[src/rtl/signed_pipe_addsub_pkg.sv]
// -----------------------------------------------------------------------------
// signed_pipe_addsub_pkg
// Shared definitions for the pipelined signed adder/subtractor:
//   OP_ADD / OP_SUB : encodings of the op_sub mode bit
//   sat_limit()     : saturation value (MAX or MIN) for a given width
//   ovf()           : signed overflow from the carries around the MSB
// -----------------------------------------------------------------------------
package signed_pipe_addsub_pkg;

    localparam logic OP_ADD = 1'b0;
    localparam logic OP_SUB = 1'b1;

    // Widest result sat_limit can describe; callers truncate to their width.
    localparam int LIMIT_W = 64;

    // Returns 0x7F..F (negative=0) or 0x80..0 (negative=1) in the low
    // 'width' bits of the result.
    function automatic logic [LIMIT_W-1:0] sat_limit(input int width, input logic negative);
        logic [LIMIT_W-1:0] msb_only;
        msb_only = LIMIT_W'(1) << (width - 1);
        return negative ? msb_only : (msb_only - LIMIT_W'(1));
    endfunction

    // Signed overflow: carry into the MSB differs from carry out of it.
    function automatic logic ovf(input logic cin_msb, input logic cout_msb);
        return cin_msb ^ cout_msb;
    endfunction

endpackage

[src/rtl/full_adder.sv]
// -----------------------------------------------------------------------------
// full_adder
// One-bit full adder cell.
//   a, b, cin : addend bits and carry in
//   s, cout   : sum bit and carry out
// -----------------------------------------------------------------------------
module full_adder (
    input  logic a,
    input  logic b,
    input  logic cin,
    output logic s,
    output logic cout
);

    assign s    = a ^ b ^ cin;
    assign cout = (a & b) | (cin & (a ^ b));

endmodule

[src/rtl/signed_seg_adder.sv]
// -----------------------------------------------------------------------------
// signed_seg_adder
// SEG-bit ripple-carry segment built from full_adder cells.
//   a_seg, b_seg : segment operands (b_seg already inverted for subtract)
//   cin          : carry into bit 0 of the segment
//   sum_seg      : segment sum
//   cout         : carry out of the segment MSB
//   cin_msb      : carry into the segment MSB (used for overflow detection
//                  when this is the top segment of the word)
// -----------------------------------------------------------------------------
module signed_seg_adder #(
    parameter int SEG = 4
) (
    input  logic [SEG-1:0] a_seg,
    input  logic [SEG-1:0] b_seg,
    input  logic           cin,
    output logic [SEG-1:0] sum_seg,
    output logic           cout,
    output logic           cin_msb
);

    // w_carry[i] is the carry into bit i; w_carry[SEG] leaves the segment.
    logic [SEG:0] w_carry;

    assign w_carry[0] = cin;

    generate
        for (genvar gi = 0; gi < SEG; gi++) begin : gen_bit
            full_adder u_fa (
                .a    (a_seg[gi]),
                .b    (b_seg[gi]),
                .cin  (w_carry[gi]),
                .s    (sum_seg[gi]),
                .cout (w_carry[gi+1])
            );
        end
    endgenerate

    assign cout    = w_carry[SEG];
    assign cin_msb = w_carry[SEG-1];

endmodule

[src/rtl/signed_pipe_addsub.sv]
// -----------------------------------------------------------------------------
// signed_pipe_addsub
// Pipelined signed adder/subtractor with optional saturation. The word is
// split into SEG-bit segments; stage k resolves segment k using the carry
// registered by stage k-1. Latency is STAGES = WIDTH/SEG cycles, throughput
// one beat per cycle. Stall is global: every register holds when the output
// beat is not being taken.
//   clk, rst            : clock, synchronous active-high reset
//   in_valid / in_ready : operand handshake (in_ready depends only on the
//                         output side)
//   a, b                : signed operands
//   op_sub              : 0 = a+b, 1 = a-b
//   sat_en              : clamp the result on signed overflow
//   out_valid/out_ready : result handshake
//   sum                 : wrapped or saturated result
//   overflow            : signed overflow of the unsaturated operation
//   cout                : raw carry out of the MSB (subtract: 1 = no borrow)
// WIDTH must be >= 2 and an integer multiple of SEG.
// -----------------------------------------------------------------------------
module signed_pipe_addsub
    import signed_pipe_addsub_pkg::*;
#(
    parameter int WIDTH = 16,
    parameter int SEG   = 4
) (
    input  logic             clk,
    input  logic             rst,
    input  logic             in_valid,
    output logic             in_ready,
    input  logic [WIDTH-1:0] a,
    input  logic [WIDTH-1:0] b,
    input  logic             op_sub,
    input  logic             sat_en,
    output logic             out_valid,
    input  logic             out_ready,
    output logic [WIDTH-1:0] sum,
    output logic             overflow,
    output logic             cout
);

    localparam int STAGES = WIDTH / SEG;
    localparam int LAST   = STAGES - 1;

    // Stage k registers hold the operands of a beat waiting for segment k to
    // be resolved. r_res carries the already-resolved low segments (zeros
    // above them); r_b is the effective B, so the mode's arithmetic effect
    // travels in r_b and r_carry while sat_en rides explicitly.
    logic             r_valid [STAGES];
    logic [WIDTH-1:0] r_a     [STAGES];
    logic [WIDTH-1:0] r_b     [STAGES];
    logic [WIDTH-1:0] r_res   [STAGES];
    logic             r_carry [STAGES];
    logic             r_sat   [STAGES];

    logic             r_out_valid;
    logic [WIDTH-1:0] r_sum;
    logic             r_overflow;
    logic             r_cout;

    logic [SEG-1:0]   w_seg_sum     [STAGES];
    logic             w_seg_cout    [STAGES];
    logic             w_seg_cin_msb [STAGES];
    logic [WIDTH-1:0] w_res_next    [STAGES];

    logic             w_advance;
    logic [WIDTH-1:0] w_b_eff;
    logic             w_ovf;
    logic             w_negative;
    logic [WIDTH-1:0] w_final_sum;

    // Lock-step pipeline: everything moves unless a finished beat is stuck.
    assign w_advance = !r_out_valid || out_ready;
    assign in_ready  = w_advance;

    assign w_b_eff = (op_sub == OP_ADD) ? b : ~b;

    generate
        for (genvar gi = 0; gi < STAGES; gi++) begin : gen_stage
            signed_seg_adder #(
                .SEG (SEG)
            ) u_seg (
                .a_seg   (r_a[gi][gi*SEG +: SEG]),
                .b_seg   (r_b[gi][gi*SEG +: SEG]),
                .cin     (r_carry[gi]),
                .sum_seg (w_seg_sum[gi]),
                .cout    (w_seg_cout[gi]),
                .cin_msb (w_seg_cin_msb[gi])
            );

            // Segment gi of r_res is still zero, so OR-ing places the new bits.
            assign w_res_next[gi] = r_res[gi] | (WIDTH'(w_seg_sum[gi]) << (gi * SEG));
        end
    endgenerate

    // Final stage: overflow from the carries around the word MSB. Overflow
    // only happens when both operands share a sign, so A's MSB gives the
    // direction of the clamp.
    assign w_ovf       = ovf(w_seg_cin_msb[LAST], w_seg_cout[LAST]);
    assign w_negative  = r_a[LAST][WIDTH-1];
    assign w_final_sum = (r_sat[LAST] && w_ovf) ? WIDTH'(sat_limit(WIDTH, w_negative))
                                                : w_res_next[LAST];

    always_ff @(posedge clk) begin
        if (rst) begin
            for (int k = 0; k < STAGES; k++) begin
                r_valid[k] <= 1'b0;
                r_a[k]     <= '0;
                r_b[k]     <= '0;
                r_res[k]   <= '0;
                r_carry[k] <= 1'b0;
                r_sat[k]   <= 1'b0;
            end
            r_out_valid <= 1'b0;
            r_sum       <= '0;
            r_overflow  <= 1'b0;
            r_cout      <= 1'b0;
        end else if (w_advance) begin
            // Data registers only load behind a valid beat so that bubbles
            // leave the last result visible on sum/overflow/cout.
            r_valid[0] <= in_valid;
            if (in_valid) begin
                r_a[0]     <= a;
                r_b[0]     <= w_b_eff;
                r_res[0]   <= '0;
                r_carry[0] <= (op_sub == OP_SUB);
                r_sat[0]   <= sat_en;
            end

            for (int k = 1; k < STAGES; k++) begin
                r_valid[k] <= r_valid[k-1];
                if (r_valid[k-1]) begin
                    r_a[k]     <= r_a[k-1];
                    r_b[k]     <= r_b[k-1];
                    r_res[k]   <= w_res_next[k-1];
                    r_carry[k] <= w_seg_cout[k-1];
                    r_sat[k]   <= r_sat[k-1];
                end
            end

            r_out_valid <= r_valid[LAST];
            if (r_valid[LAST]) begin
                r_sum      <= w_final_sum;
                r_overflow <= w_ovf;
                r_cout     <= w_seg_cout[LAST];
            end
        end
    end

    assign out_valid = r_out_valid;
    assign sum       = r_sum;
    assign overflow  = r_overflow;
    assign cout      = r_cout;

endmodule

[config.mk]
export PLATFORM = sky130hd
export DESIGN_NAME = signed_pipe_addsub
export DESIGN_NICKNAME = d
export VERILOG_FILES = /design/src/rtl/signed_pipe_addsub_pkg.sv /design/src/rtl/full_adder.sv /design/src/rtl/signed_seg_adder.sv /design/src/rtl/signed_pipe_addsub.sv
export SDC_FILE = /design/constraint.sdc
export NUM_CORES = 1
export LEC_CHECK = 0
export CORE_ASPECT_RATIO = 1.25
export CORE_MARGIN = 4
export CORE_UTILIZATION = 40
export CTS_CLUSTER_SIZE = 14
export DETAILED_ROUTE_END_ITERATION = 8
export PLACE_DENSITY = 0.67
export SLEW_MARGIN = 40
export SYNTH_ARGS = -nofsm -noshare
export SYNTH_HDL_FRONTEND = slang
export SYNTH_SLANG_ARGS = --single-unit
[constraint.sdc]
create_clock -name clk -period 3.8 [get_ports clk]
set_clock_uncertainty 0.1 [all_clocks]
set_input_delay 0.57 -clock clk [delete_from_list [all_inputs] [get_ports clk]]
set_output_delay 0.57 -clock clk [all_outputs]
set_load 0.02 [all_outputs]
==> flow_summary.yaml <==
sta:
  fin_crit_sh: 0.910
  final_max_slew_viol_count: 0
  timing.final.hold_violations: 0
  slew-limit-headroom: 0.443
  final.setup.worst_slack_ns: 0.342
  setup_viols_final: 0
  worst-slew-pin-transition_ns: 0.833
  totalNegativeSetupSlack_ns: 0
  finalWorstPathRequiredPeriod_ns: 3.46
  max_freq_mhz: 289
  rsz0062_at_grt: "no"
synthesis:
  synthesis.yosys.warnings: 0
  total_standard_cell_area_after_synthesis_mm2: 0.00570
  syn_avg_cell_area_um2: 14.1
  syn_inst: 403
  synth.lib_cells_used.distinct: 33
  synth_fp_nets: 457
  synth_seq_cells: 135
  ys_seq_area_frac: 0.678
worst_setup_path:
  worst-endpoint-arrival_ns: 3.61
  critPathMaxFanout: 14
  required_time_of_the_critical_path_ns: 3.95
  crit_path_end_kind: "flip-flop"
  setup_cp_type: "flip-flop to flip-flop"
  regToRegSetupSlack_ns: 0.34
  critical_path.startpoint_type: "flip-flop"
place:
  port_buffers: 57
  hpwl_mm: 5.72
  routabilityCongestion: 0.688
  post-place-ws_ns: 0.306
  placed_cells_incl_taps: 619
floorplan:
  row_count: 48
  dieArea_mm2: 0.0162
  design.portCount: 58
  core_area_mm2: 0.0139
  effective_utilization_at_floorplan: 0.411
  chipHeight_um: 141
  die_width_um: 115
finish:
  layout-drive-gt1-share: 0.0966
  fin_nets: 517
  commonest_non_fill_non_tap_cell_in_the_layout: "edfxtp_1"
  antenna_cells_inserted: 0
  layout.cells.most_common_list: "edfxtp_1, and2_1, clkdlybuf4s50_1, inv_1, nor2_1"
  final_cells: 651
  areaGrowthSynthToFinish_pct: 22.5
cts:
  htreeDepth: 4
  clock_buffer_count_from_cts: 17
  cts_post_setup_buffers_inserted: 0
  tritoncts: "yes"
  clkSinkCount: 135
  ctsHoldBuffers: 0
  post_cts_resized: 0
  clock_pin_transition_on_the_worst_setup_and_hold_timing_paths_ns: 0.06
  clock_latency_ns: 0.40
  cts_max_path_buffers: 2
  cts.root.buffer_cell: "clkbuf_16"
detailed_routing:
  drc: 0
  wl_per_cell_um: 12.1
  dr_total_vias: 2935
  drt_wl_total_mm: 7.87
  drtAntennaViolNets: 0
  drt_iter0_drc: 115
  firstDrtPassIters: 5
  route.detailed.vias_per_inst: 4.51
run:
  drv.max_cap_violation_count: 0
outcome:
  outcome: "completed"
global_route:
  grt.met3_usage: 0.0405
  first_global_vias: 3031
  globalRouteMet1Util: 0.118
  most_crowded_layer_after_global_routing: "met2"
  grtUsageTotal: 0.108
  grtUsageMet2: 0.186
  grt_max_degree: 35
  gr-total-overflow: 0
  grt_pass1_wl_mm: 13.8
  antenna_found_initial: 0
power:
  report.power.total_mw: 3.53
  pwr_density_cell_mw_per_mm2: 506
  max-vdd-ir-drop_mv: 0.301
  total_leakage_power_nw: 2.58
worst_hold_path:
  timing.hold.worst.class: "flip-flop to flip-flop"
-- report_power, final --
group	switching [mW]	internal, mW
sequential	0.0274	1.71
combinational	0.126	0.105
clock	0.552	1.02
total	0.706	2.83
-- per-layer routing --
layer  up-vias  wire length [um]
li1       1495                 -
met1      1343              3170
met2        80              4110
met3        17               434
met4         0               159
met5         -                 0
-- stage by stage --
step	util	area, um^2	hold WS (ns)
floorplan	-	5700	0.397
global placement	0.462	6410	0.366
global route	0.503	6980	0.414
finish	0.503	6980	0.398
detailed placement	0.462	6410	0.393
CTS	0.503	6980	0.400
-- flip-flops by register name, summed over array words and instances (netlist names) --
signal,count
overflow,1
cout,1
r_valid,4
r_carry,4
r_b,40
r_sat,4
r_res,24
r_a,40
sum,16
out_valid,1
-- cells by family after synthesis --
logic type,after synthesis,synth area share
AOI/OAI and AO/OA,54,0.0654
xor gates and xnor gates,18,0.0290
adders and majority gates,16,0.0562
buffers and inverters,49,0.0388
DFF,135,0.678
and+or+nand+nor,131,0.133
-- final timing paths --
| check | from | to | cells past startpoint |
|---|---|---|---|
| setup / recovery | r_a[0][60] | sum[12] | 8 |
| hold / removal | overflow | overflow | 2 |
| setup reg to reg | r_a[0][60] | sum[12] | 8 |
| hold reg to reg | overflow | overflow | 2 |
-- synth_stat cells (all sizes together) --
cell type / instances / area share
a2111oi: 1 / 0.0015
nand4: 1 / 0.0011
nand2: 10 / 0.0066
nor2b: 4 / 0.0057
xor2: 1 / 0.0029
clkbuf: 5 / 0.0035
a311oi: 1 / 0.0015
and2: 89 / 0.098
nand3: 4 / 0.0053
o211ai: 1 / 0.0013
buf: 16 / 0.017
edfxtp: 116 / 0.61
a21oi: 17 / 0.015
a211oi: 15 / 0.027
xnor2: 17 / 0.026
nor2: 22 / 0.014
inv: 28 / 0.018
o311ai: 1 / 0.0015
dfxtp: 19 / 0.067
o2111ai: 1 / 0.0015
fa: 16 / 0.056
o21ai: 16 / 0.014
and3: 1 / 0.0020
a32o: 1 / 0.0018
-- worst max-delay path, stage by stage, from the launching register on --
cell and delay [ns]:
edfxtp_1 0.39, fa_1 0.46, fa_1 0.46, fa_1 0.51, inv_1 0.11, fa_1 0.28
xnor2_1 0.19, a211oi_4 0.64, a211oi_1 0.16
-- area by class of cell --
class | instances | area [um^2]
Fill cell | 1223 | 6890
Sequential cell | 135 | 3860
Multi-Input combinational cell | 219 | 1620
Timing Repair Buffer | 62 | 608
Clock buffer | 20 | 437
Tap cell | 175 | 219
Clock inverter | 12 | 134
Inverter | 28 | 105
(Power assumes the default switching activity.)
